**src/rtl/ama_riscv_perf_pkg.sv**
```systemverilog
// Shared constants for the ama_riscv performance-counter unit: register map, CTRL bits, counter indices.
package ama_riscv_perf_pkg;

  localparam int ADDR_CTRL       = 0;
  localparam int ADDR_OVF        = 1;
  localparam int ADDR_CYC_LO     = 2;
  localparam int ADDR_INSTRET_LO = 4;
  localparam int ADDR_EVT_BASE   = 6;

  localparam int CTRL_EN  = 0;
  localparam int CTRL_FRZ = 1;
  localparam int CTRL_CLR = 2;

  typedef enum logic [3:0] {
    CNT_CYCLE   = 4'd0,
    CNT_INSTRET = 4'd1,
    CNT_EVT0    = 4'd2,
    CNT_EVT1    = 4'd3,
    CNT_EVT2    = 4'd4,
    CNT_EVT3    = 4'd5,
    CNT_EVT4    = 4'd6,
    CNT_EVT5    = 4'd7,
    CNT_EVT6    = 4'd8,
    CNT_EVT7    = 4'd9
  } cnt_idx_e;

  // Counters sit in lo/hi pairs starting at the cycle counter, so index maps linearly to address.
  function automatic int cnt_lo_addr(input int idx);
    return ADDR_CYC_LO + 2 * idx;
  endfunction

endpackage

```
**src/rtl/ama_riscv_perf_ctr.sv**
```systemverilog
// One CNT_W-bit performance counter with clear, per-half preload and wrap detection.
// Priority clr > preload > inc; ovf_set is a combinational pulse in the cycle the wrap is taken.
module ama_riscv_perf_ctr
  import ama_riscv_perf_pkg::*;
#(
  parameter int CNT_W = 64
) (
  input  logic             clk,
  input  logic             rst_n,
  input  logic             inc,
  input  logic             clr,
  input  logic             ld_lo,
  input  logic             ld_hi,
  input  logic [31:0]      wdata,
  output logic [CNT_W-1:0] value,
  output logic             ovf_set
);

  localparam int HI_W = CNT_W - 32;

  logic [CNT_W-1:0] cnt;

  always_ff @(posedge clk or negedge rst_n) begin
    if (!rst_n) begin
      cnt <= '0;
    end else if (clr) begin
      cnt <= '0;
    end else if (ld_lo) begin
      cnt[31:0] <= wdata;
    end else if (ld_hi) begin
      cnt[CNT_W-1:32] <= wdata[HI_W-1:0];
    end else if (inc) begin
      cnt <= cnt + CNT_W'(1);
    end
  end

  assign value   = cnt;
  assign ovf_set = inc && !clr && !ld_lo && !ld_hi && (&cnt);

endmodule

```
**src/rtl/ama_riscv_perf_cnt.sv**
```systemverilog
// Cycle, instret and NUM_EVT event counters behind a word-addressed MMIO port.
// Reads answer one cycle later with no backpressure; lo reads latch the hi half into a shared shadow.
module ama_riscv_perf_cnt
  import ama_riscv_perf_pkg::*;
#(
  parameter int NUM_EVT = 4,
  parameter int CNT_W   = 64,
  parameter int ADDR_W  = 5
) (
  input  logic               clk,
  input  logic               rst_n,
  input  logic               inst_retired,
  input  logic [NUM_EVT-1:0] evt,
  input  logic               mmio_reset_cnt,
  input  logic               req_valid,
  input  logic               req_we,
  input  logic [ADDR_W-1:0]  req_addr,
  input  logic [31:0]        req_wdata,
  output logic               rsp_valid,
  output logic [31:0]        rsp_rdata
);

  localparam int NCNT = int'(CNT_EVT0) + NUM_EVT;
  localparam int HI_W = CNT_W - 32;

  logic             en, frz, active;
  logic             wr, rd, clr_all, ctrl_sel, ovf_sel;
  logic [NCNT-1:0]  inc_vec, ovf_set, ovf, ovf_w1c;
  logic [CNT_W-1:0] cnt_val [NCNT];
  logic [HI_W-1:0]  shadow, shadow_nxt;
  logic [31:0]      rd_data;

  assign wr       = req_valid && req_we;
  assign rd       = req_valid && !req_we;
  assign ctrl_sel = (req_addr == ADDR_W'(ADDR_CTRL));
  assign ovf_sel  = (req_addr == ADDR_W'(ADDR_OVF));
  assign active   = en && !frz;
  assign clr_all  = mmio_reset_cnt || (wr && ctrl_sel && req_wdata[CTRL_CLR]);
  assign inc_vec  = {evt & {NUM_EVT{active}}, active && inst_retired, active};
  assign ovf_w1c  = (wr && ovf_sel) ? req_wdata[NCNT-1:0] : '0;

  for (genvar i = 0; i < NCNT; i++) begin : g_ctr
    localparam logic [ADDR_W-1:0] LO_A = ADDR_W'(cnt_lo_addr(i));
    localparam logic [ADDR_W-1:0] HI_A = ADDR_W'(cnt_lo_addr(i) + 1);

    ama_riscv_perf_ctr #(.CNT_W(CNT_W)) u_ctr (
      .clk     (clk),
      .rst_n   (rst_n),
      .inc     (inc_vec[i]),
      .clr     (clr_all),
      .ld_lo   (wr && (req_addr == LO_A)),
      .ld_hi   (wr && (req_addr == HI_A)),
      .wdata   (req_wdata),
      .value   (cnt_val[i]),
      .ovf_set (ovf_set[i])
    );
  end

  always_ff @(posedge clk or negedge rst_n) begin
    if (!rst_n) begin
      en  <= 1'b1;
      frz <= 1'b0;
    end else if (wr && ctrl_sel) begin
      en  <= req_wdata[CTRL_EN];
      frz <= req_wdata[CTRL_FRZ];
    end
  end

  // A wrap in the same cycle as a W1C keeps the flag set.
  always_ff @(posedge clk or negedge rst_n) begin
    if (!rst_n) begin
      ovf <= '0;
    end else if (clr_all) begin
      ovf <= '0;
    end else begin
      ovf <= (ovf & ~ovf_w1c) | ovf_set;
    end
  end

  always_comb begin
    rd_data    = '0;
    shadow_nxt = shadow;
    if (ctrl_sel) begin
      rd_data = 32'({frz, en});
    end else if (ovf_sel) begin
      rd_data = 32'(ovf);
    end
    for (int i = 0; i < NCNT; i++) begin
      if (req_addr == ADDR_W'(cnt_lo_addr(i))) begin
        rd_data    = cnt_val[i][31:0];
        shadow_nxt = cnt_val[i][CNT_W-1:32];
      end
      if (req_addr == ADDR_W'(cnt_lo_addr(i) + 1)) begin
        rd_data = 32'(shadow);
      end
    end
  end

  always_ff @(posedge clk or negedge rst_n) begin
    if (!rst_n) begin
      shadow    <= '0;
      rsp_valid <= 1'b0;
      rsp_rdata <= '0;
    end else begin
      rsp_valid <= rd;
      if (rd) begin
        shadow    <= shadow_nxt;
        rsp_rdata <= rd_data;
      end
    end
  end

endmodule
```
**config.mk**
```make
export PLATFORM = sky130hd
export DESIGN_NAME = ama_riscv_perf_cnt
export DESIGN_NICKNAME = d
export VERILOG_FILES = /design/src/rtl/ama_riscv_perf_pkg.sv /design/src/rtl/ama_riscv_perf_ctr.sv /design/src/rtl/ama_riscv_perf_cnt.sv
export SDC_FILE = /design/constraint.sdc
export NUM_CORES = 2
export LEC_CHECK = 0
export CAP_MARGIN = 20
export CORE_MARGIN = 3
export CORE_UTILIZATION = 40
export DETAILED_ROUTE_END_ITERATION = 8
export GPL_ROUTABILITY_DRIVEN = 0
export SLEW_MARGIN = 10
export SYNTH_ARGS = -nofsm -noshare
export SYNTH_HDL_FRONTEND = slang
export SYNTH_SLANG_ARGS = --single-unit
```
**constraint.sdc**
```tcl
create_clock -name clk -period 2.5 [get_ports clk]
set_input_delay 0.5 -clock clk [delete_from_list [all_inputs] [get_ports clk]]
set_output_delay 0.5 -clock clk [all_outputs]
set_load 0.02 [all_outputs]
```
==> results.toml <==
[run_status]
status = "complete, but fails checks"
violations = "setup timing"

[setup_path]
critPathRequiredTime_ps = 3040
start_kind = "flip-flop"
cp_num_cells = 7
cpPeakStageDelay_ps = 680
path_cells = "nand3b_1, a21oi_2, nand3_1, buf_4, nor4_1, xnor2_1, a211oi_1"
cp_top_family = "simple AND/OR/NAND/NOR gates"
critical_path_class = "reg2reg"
critPathBufInv = 1
cp-end-kind = "flip-flop"
path_max_fanout = 12
cp_slowest_cell = "dfstp_2"
reg2reg_depth = 7
worstPathArrival_ps = 3060

[placement]
dp.final_hpwl_um = 113500
post_dp_cell_area_um2 = 37920
io_buffers = 79

[die]
die_h_um = 283.1
core_region_area_um2 = 75200
initial_core_util_pct = 40.85
fp-row-count = 100
ios = 80
die-width_um = 283.1
die_area_um2 = 80160

[route]
first_iter_violations = 5791
postRouteAntennaNets = 0
via_per_inst = 6.582
routed_wl_um = 154600
drc = 0
vias = 35788
dr.pass1.iters = 9
wl_per_cell_um = 28.44

[worst_hold_path]
hold_class = "in2async"

[clock_network]
worstSkewPairLatency_ps = 650
clkTransAtPathRegs_ps = 60
cts_max_level = 2
cts_max_path_buffers = 3
root_buffer = "clkbuf_16"
cts_tree = "built"
cts.sinks = 457
cts-buffers-inserted = 57

[layout]
fillerInstances = 7062
final_area_um2 = 40280
drive_above_1_share_pct = 21.85
area_growth_pct = 31.12
nets = 4414

[pwr]
p_leak_nw = 15.90
ir_drop_mv = 0.6074
cellPowerDensity_nw_per_um2 = 492.0

[timing]
relSlewSlack_pct = 43.62
grt_setup_unrepaired = "yes"
slew_violations = 0
finalWorstSetupSlack_ps = -25.75
fin_crit_sh_pct = 101.0
tightestPinTransition_ps = 843.0
setup_tns_ps = -25.75
finalSetupViolations = 1
hold_viol = 0
fmax_mhz = 395.9
clock_skew_ps = 27.67
post-route-min-period_ps = 2526

[global_route]
grt_pass1_vias = 32735
globalRouteOverflowTotal = 0
antenna_found_initial = 9
grt_start_max_net_pins = 73
grt_pass1_wl_um = 223400
grt_use_total_pct = 37.09

[logic_synthesis]
synth_area_per_cell_um2 = 8.168
yosysSeqAreaShare_pct = 37.23
ys.flop_type = "dfrtp_1"
syn_inst = 3761
synth_edf_count = 0
yosysUniqueCellTypes = 98
ys_warn_count = 0
synth_nets = 3814
synthArstFlopShare_pct = 100.0
synth_seq_cells = 457
synth_area_um2 = 30720

[job]
max_cap_violations = 0
[synth_stat cells, types with 28 or more instances]
master      n  area [um^2]
nor3_1     88        440.4
and3_1     58        362.9
xnor2_1   118         1033
or3_1      39        244.0
dfrtp_1   456        11410
inv_1      55        206.5
and4_1     39        341.6
a222oi_1   34        340.3
nor4_1     80        500.5
nand2_1   363         1363
nor2_1    294         1104
a211oi_1  173         1299
a21oi_1   271         1356
xor2_1    122         1069
or4_1      28        210.2
mux2i_1    46        460.4
nor2b_1    38        237.7
clkbuf_1  261        979.7
o22ai_1    37        231.5
a22oi_1    80        600.6
nand3_1   203         1016
a31oi_1    65        406.6
o21ai_0   295         1476
nand4_1   144        900.9
[routing by layer]
metal	track usage, %	routed length [um]	share of wire [%]	vias up
li1	-	-	-	15396
met1	50.07	59430	38	17105
met2	52.27	61830	40	2643
met3	10.12	20690	13	634
met4	23.51	12580	8.1	10
met5	0	75	0.049	-
[cell type report]
class | instances | area (um^2) | area share [%]
well taps | 1020 | 1276 | 3.168
clock inverters | 23 | 354.1 | 0.8791
diodes | 10 | 25.02 | 0.06213
clock buffers | 82 | 1660 | 4.122
repair buffers | 839 | 7111 | 17.65
flip-flops and latches | 457 | 11440 | 28.40
multi-input cells | 2950 | 18200 | 45.19
inverters | 56 | 210.2 | 0.5219
[through the flow]
stage	utilization [%]	cells	hold slack, ps	power, mW	worst slack (ps)
6_report	53.56	5437	381.9	19.82	-25.75
5_1_grt	53.53	5427	429.9	20.24	-9.891
4_1_cts	53.17	5417	383.0	19.69	5.281
3_5_place_dp	50.42	5308	454.5	10.76	-725.5
3_3_place_gp	50.42	5308	455.4	10.73	-643.3
2_1_floorplan	-	3761	204.4	8.940	-11.17
[kinds of logic after synthesis]
group	count (synthesis)	share of synthesized area (%)
and+or+nand+nor	1482	24.85
AOI/OAI and AO/OA	1169	24.56
DFF	457	37.23
buffers and inverters	354	4.513
xor gates and xnor gates	240	6.843
muxes	53	1.756
adders and majority gates	6	0.2444
[flip-flops by register name, summed over array words and instances (netlist names)]
name,count
rsp_rdata,32
shadow,32
en,1
g_ctr.u_ctr.value,384
frz,1
ovf,6
rsp_valid,1
[report_power, final]
| group | leakage, nW | switching [mW] | total, mW | internal (mW) |
|---|---|---|---|---|
| logic | 8.59 | 1.79 | 2.79 | 1.00 |
| registers | 6.32 | 0.381 | 7.99 | 7.61 |
| clock network | 0.988 | 3.61 | 9.03 | 5.43 |
| total | 15.9 | 5.78 | 19.8 | 14.0 |
[path summary, 6_finish.rpt]
| kind | slack, ps | start | to |
|---|---|---|---|
| worst min register to register | 480 | rsp_rdata[24] | rsp_rdata[24] |
| worst min-delay path | 380 | rst_n | rsp_valid |
| worst max register to register | -30 | en | g_ctr[3].u_ctr.value[18] |
| worst max-delay path | -30 | en | g_ctr[3].u_ctr.value[18] |
| min in group clk | 480 | rsp_rdata[24] | rsp_rdata[24] |
| max in group asynchronous | 1310 | rst_n | g_ctr[0].u_ctr.value[53] |
[cell usage in the layout (no fill, tap or decap), drive strengths merged, types with 13 or more instances in the layout]
cell type / count
buf: 762
dfrtp: 456
nand2: 364
o21ai: 302
nor2: 294
a21oi: 272
nand3: 205
a211oi: 173
nand4: 147
xor2: 122
xnor2: 118
nor3: 90
nor4: 88
clkbuf: 82
a22oi: 80
clkdlybuf4s50: 76
a31oi: 65
and3: 59
inv: 57
mux2i: 46
or3: 41
and4: 40
nor2b: 38
o22ai: 37
a222oi: 34
or4: 28
o211ai: 27
a22o: 19
and2: 19
a21o: 13
[timing repair]
item,CTS,global route
hold buffers,1,0
resized for setup,5,38
setup endpoints to repair,4,81
buffers inserted,3,10
hold endpoints to repair,34,0
pin swaps,1,8
No activity file was read; power rests on OpenSTA's default activity.
